### config.mk
export PLATFORM = sky130hd
export DESIGN_NAME = sht40_sequencer
export DESIGN_NICKNAME = d
export VERILOG_FILES = /design/src/rtl/sht40_sequencer.sv
export SDC_FILE = /design/constraint.sdc
export NUM_CORES = 1
export LEC_CHECK = 0
export CAP_MARGIN = 20
export CORE_MARGIN = 1
export CORE_UTILIZATION = 53
export DETAILED_ROUTE_END_ITERATION = 8
export PLACE_DENSITY = 0.75
export RECOVER_POWER = 50
export SETUP_SLACK_MARGIN = 0.2
export SYNTH_ARGS = -nofsm -noshare
export SYNTH_HDL_FRONTEND = slang
export SYNTH_SLANG_ARGS = --single-unit
### constraint.sdc
create_clock -name clk -period 4.8 [get_ports clk]
set_input_delay 0.72 -clock clk [delete_from_list [all_inputs] [get_ports clk]]
set_output_delay 0.72 -clock clk [all_outputs]
set_load 0.02 [all_outputs]
### src/rtl/sht40_sequencer.sv
// sht40_sequencer: sequences one SHT40 measure-command write, conversion wait, 6-byte read and CRC check through an upstream i2c_master
// Ports: clk, rst (async, active high); start/busy request handshake;
//   proc_ready, peripheral_address, command_data_frames, r_or_w, i2c_writes, sht_reads, crc_error drive the master;
//   master_done, ack_error, rx_valid, rx_byte come back from it;
//   temp_raw, rh_raw, meas_valid publish results; err_code, err_pulse report failures.
module sht40_sequencer #(
   parameter logic [6:0] SHT_ADDR  = 7'h44,
   parameter logic [7:0] MEAS_CMD  = 8'hFD,
   parameter int         MEAS_WAIT = 20000,
   parameter int         TIMEOUT   = 65535
) (
   input  logic        clk,
   input  logic        rst,
   input  logic        start,
   output logic        proc_ready,
   output logic [6:0]  peripheral_address,
   output logic [7:0]  command_data_frames,
   output logic        r_or_w,
   output logic [2:0]  i2c_writes,
   output logic [3:0]  sht_reads,
   output logic        crc_error,
   input  logic        master_done,
   input  logic        ack_error,
   input  logic        rx_valid,
   input  logic [7:0]  rx_byte,
   output logic        busy,
   output logic [15:0] temp_raw,
   output logic [15:0] rh_raw,
   output logic        meas_valid,
   output logic [1:0]  err_code,
   output logic        err_pulse
);
   localparam int WW = $clog2(MEAS_WAIT + 1);
   localparam logic [WW-1:0] W_LAST = WW'(MEAS_WAIT - 1);
   // master_done may still arrive TIMEOUT cycles after proc_ready; the counter hits 0 on that last allowed cycle
   localparam logic [15:0] T_LOAD = 16'(TIMEOUT - 1);

   typedef enum logic [2:0] {IDLE, CMD_REQ, CMD_WAIT, MEAS_WAIT_S, RD_REQ, RD_COLLECT, DONE, ERR} state_t;

   state_t        state, state_nxt;
   logic [15:0]   tmo;
   logic [WW-1:0] wait_cnt;
   logic [2:0]    idx, idx_nxt;
   logic [7:0]    rx_buf [6];
   logic [7:0]    crc, crc_upd;
   logic          store, crc_bad;
   logic [1:0]    code_nxt;

   function automatic logic [7:0] crc8(input logic [7:0] c, input logic [7:0] d);
      logic [7:0] r;
      r = c ^ d;
      for (int i = 0; i < 8; i++) r = r[7] ? {r[6:0], 1'b0} ^ 8'h31 : {r[6:0], 1'b0};
      return r;
   endfunction

   assign proc_ready         = state == CMD_REQ || state == RD_REQ;
   assign busy               = state != IDLE;
   assign meas_valid         = state == DONE;
   assign err_pulse          = state == ERR;
   assign peripheral_address = SHT_ADDR;
   assign sht_reads          = 4'd5;
   assign i2c_writes         = r_or_w ? 3'd0 : 3'd1;

   // bytes 0/3 restart the CRC, bytes 2/5 are the checksums compared against the running value
   assign store   = state == RD_COLLECT && rx_valid && idx < 3'd6;
   assign crc_upd = crc8((idx == 3'd0 || idx == 3'd3) ? 8'hFF : crc, rx_byte);
   assign crc_bad = store && (idx == 3'd2 || idx == 3'd5) && rx_byte != crc;
   assign idx_nxt = idx + {2'b00, store};

   always_ff @(posedge clk or posedge rst)
      if (rst) state <= IDLE;
      else     state <= state_nxt;

   // exit decisions use this cycle's byte and CRC result, so a byte arriving with master_done counts
   always_comb begin
      state_nxt = state;
      code_nxt  = 2'b00;
      case (state)
         IDLE:        if (start) state_nxt = CMD_REQ;
         CMD_REQ:     state_nxt = CMD_WAIT;
         CMD_WAIT:
            if (master_done) begin
               state_nxt = ack_error ? ERR : MEAS_WAIT_S;
               code_nxt  = 2'b01;
            end else if (tmo == 16'd0) begin
               state_nxt = ERR;
               code_nxt  = 2'b11;
            end
         MEAS_WAIT_S: if (wait_cnt == W_LAST) state_nxt = RD_REQ;
         RD_REQ:      state_nxt = RD_COLLECT;
         RD_COLLECT:
            if (master_done) begin
               state_nxt = (!crc_error && !crc_bad && !ack_error && idx_nxt == 3'd6) ? DONE : ERR;
               code_nxt  = (crc_error || crc_bad) ? 2'b10 : ack_error ? 2'b01 : 2'b11;
            end else if (tmo == 16'd0) begin
               state_nxt = ERR;
               code_nxt  = 2'b11;
            end
         default:     state_nxt = IDLE;
      endcase
   end

   always_ff @(posedge clk or posedge rst)
      if (rst) begin
         tmo                 <= 16'd0;
         wait_cnt            <= '0;
         idx                 <= 3'd0;
         crc                 <= 8'h00;
         crc_error           <= 1'b0;
         r_or_w              <= 1'b0;
         command_data_frames <= 8'h00;
         temp_raw            <= 16'h0000;
         rh_raw              <= 16'h0000;
         err_code            <= 2'b00;
         rx_buf              <= '{default: 8'h00};
      end else begin
         tmo      <= (state == CMD_REQ || state == RD_REQ) ? T_LOAD : tmo != 16'd0 ? tmo - 16'd1 : tmo;
         wait_cnt <= state == MEAS_WAIT_S ? wait_cnt + WW'(1) : '0;
         if (state == IDLE && start) begin
            r_or_w              <= 1'b0;
            command_data_frames <= MEAS_CMD;
         end
         if (state == CMD_WAIT && state_nxt != CMD_WAIT) command_data_frames <= 8'h00;
         if (state == MEAS_WAIT_S && state_nxt == RD_REQ) begin
            r_or_w <= 1'b1;
            idx    <= 3'd0;
         end else idx <= idx_nxt;
         if (store) begin
            rx_buf[idx] <= rx_byte;
            crc         <= crc_upd;
         end
         crc_error <= (state == RD_COLLECT && state_nxt != RD_COLLECT) ? 1'b0 : crc_error | crc_bad;
         if (state_nxt == DONE) begin
            temp_raw <= {rx_buf[0], rx_buf[1]};
            rh_raw   <= {rx_buf[3], rx_buf[4]};
         end
         if (state_nxt == ERR) err_code <= code_nxt;
      end
endmodule

==> results.ini <==
[outcome]
status = finished, violations left
violations = capacitance limit, slew limit

[clock_network]
post_cts_resized = 0
post_cts_buffers = 0
cts_tree = done
clk_pin_slew_ns = 0.06
cts_buffer_depth = 2
cts_hold_buf = 0
clk_latency_ns = 0.51
cts.htree.levels = 4
cts_root_buf = clkbuf_8
cts_made_buffers = 17
clock-sinks = 114

[synth]
synth_cell_types = 58
synth_warnings = 0
synth_area_leader_cell = dfrtp_1
avgSynthCellArea_um2 = 11.76
synth_edf_count = 0
syn_area_um2 = 5635
ys_async_sr_fraction = 1.000
syn_inst = 479
synthTopCellsByCount = dfrtp_1, nor2_1, mux2_2, xor2_1
ys_ff_latch = 114
yosysMostFrequentCell = dfrtp_1
netlist_top_cells_area = dfrtp_1, mux2_4, mux2_2, xor2_1, xnor2_1
yosysTopAreaCellShare = 0.5062
ys_seq_area_frac = 0.5062
synthFlopType = dfrtp_1

[grt]
grtUsageTotal = 0.2153
grt_first_pass_wirelength_mm = 18.20
grt_pass1_vias = 3625
grt_max_degree = 56
antenna_found_initial = 0
grt-ovfl-total = 0

[power]
p_leak_nw = 3.170
p_per_area_nw_per_um2 = 502.1
ir_drop_mv = 0.3522

[sta]
worst_pin_slew_ns = 1.599
finalSetupTns_ns = 0
final-hold-violation-count = 0
skew_ns = 0.007799
finalSetupViolations = 0
min_period_over_period = 0.8215
maxSlewHeadroom = -0.06614
finalCriticalPeriod_ns = 3.943
slew_viol_final = 31
fmax_mhz = 253.6
rsz0062_at_grt = no

[drt]
first_pass_iters = 4
vias = 3653
drtAntennaViolNets = 0
wl_mm = 11.09
avgRoutedWirePerCell_um = 16.23
drt-initial-drc-count = 103
post-route-drc-count = 0
avgViaCountPerCell = 5.348

[placed_design]
portBuffers = 61
place_congestion = 0.8433
placed_area_um2 = 6230
dp_hpwl_mm = 7.344

[critical_path]
cp_data_arrival_time_ns = 4.33
crit_type = flop to flop
required_ns = 5.19
slowest_delay_ns = 0.59
cp-end-kind = flop
startpoint_type = flop
critPathSlowestCell = nand3b_4
cp_common_cell = ha_1
path_max_fanout = 32
cp_cell_sequence = and3b_1 > nand2_2 > a21o_1 > inv_1 > ha_1 > ha_1 > nor4b_1 > a311oi_1 > a2111o_1 > nand3b_4 > mux2_4
rrSetupSlack_ns = 0.86

[worst_hold_path]
worstHoldPathType = flop to flop

[die]
dieArea_um2 = 11050
initial_core_util = 0.5459
die_height_um = 105.1
die_w_um = 105.1
rows = 37
core_area_um2 = 10320
io_pins = 76

[finish]
final_core_util = 0.6608
final_cell_area_um2 = 6822
drive_above_1_share = 0.2121
fill_cells = 775
diodes = 0
area_growth_pct = 21.05
regArea_um2 = 2853
fin_nets = 552
multiInputGateArea_um2 = 2497

[flow_run]
cap_violations = 1

[placed cells by master (no fill, tap or decap), types with 14 or more instances in the layout]
cell             instances
xnor2_1                 24
dfrtp_1                114
nand2_1                 30
clkdlybuf4s50_1         59
o21ai_0                 16
clkbuf_16               16
xor2_1                  36
mux2_4                  30
nor2_1                  38
mux2_2                  36
conb_1                  14
[report_power, final]
| part | switching [mW] | total [mW] | internal, mW |
|---|---|---|---|
| combinational | 0.477 | 0.887 | 0.410 |
| clock | 0.486 | 1.29 | 0.807 |
| sequential | 0.150 | 1.25 | 1.10 |
| total | 1.11 | 3.43 | 2.31 |
[sequential cells by signal (all words and copies together), names as in the netlist]
name,flops
command_data_frames,1
crc,8
crc_error,1
err_code,2
idx,3
r_or_w,1
rh_raw,16
rx_buf,32
state,3
temp_raw,16
tmo,16
wait_cnt,15
[critical path, delay by kind of cell (launching register included)]
kind	cells	cell delay [ns]
and+or+nand+nor	4	1.32
AOI/OAI and AO/OA	3	0.82
DFF	1	0.52
adders and majority gates	2	0.50
muxes	1	0.50
buffers and inverters	1	0.12
[metal layers]
layer | GRT usage | share of wire
met1 | 0.2741 | 0.44
met2 | 0.3685 | 0.51
met3 | 0.03805 | 0.041
met4 | 0.07847 | 0.0069
met5 | 0 | 0
[final timing paths]
| path | startpoint | to | cells past startpoint |
|---|---|---|---|
| worst max-delay path | state[1]$_DFF_PP0_ | rh_raw[0]$_DFFE_PP0N_ | 11 |
| worst min-delay path | rx_buf[40]$_DFFE_PP0P_ | temp_raw[8]$_DFFE_PP0N_ | 1 |
| worst max register to register | state[1]$_DFF_PP0_ | rh_raw[0]$_DFFE_PP0N_ | 11 |
| worst min register to register | rx_buf[40]$_DFFE_PP0P_ | temp_raw[8]$_DFFE_PP0N_ | 1 |
| max in group asynchronous | rst | temp_raw[12]$_DFFE_PP0N_ | 3 |
| min in group asynchronous | rst | rh_raw[3]$_DFFE_PP0N_ | 2 |
[layout make-up]
cell class              count  share of cell area
clock buffers              17             0.06071
clock inverters            15             0.02861
inverters                  12            0.006787
multi-input cells         322              0.3661
flip-flops and latches    114              0.4182
well taps                 136             0.02494
repair buffers             67             0.09464
[kinds of logic after synthesis]
family          synth area share
fa+ha+maj               0.008881
flops                     0.5062
buf+inv                  0.05750
mux                       0.1536
xor+xnor                 0.09325
compound gates           0.04996
simple gates              0.1292
other cells             0.001333
[stage by stage]
step | hold slack, ns | instances | total power, mW | worst slack, ns
floorplan | 0.4479 | 491 | 1.908 | 1.064
global placement | 0.4698 | 651 | 2.112 | 0.6486
detailed placement | 0.4913 | 651 | 2.137 | 0.5505
CTS | 0.5016 | 683 | 3.448 | 0.8402
global route | 0.5135 | 683 | 3.586 | 0.5802
finish | 0.4976 | 683 | 3.425 | 0.8566
(Power assumes the default switching activity.)
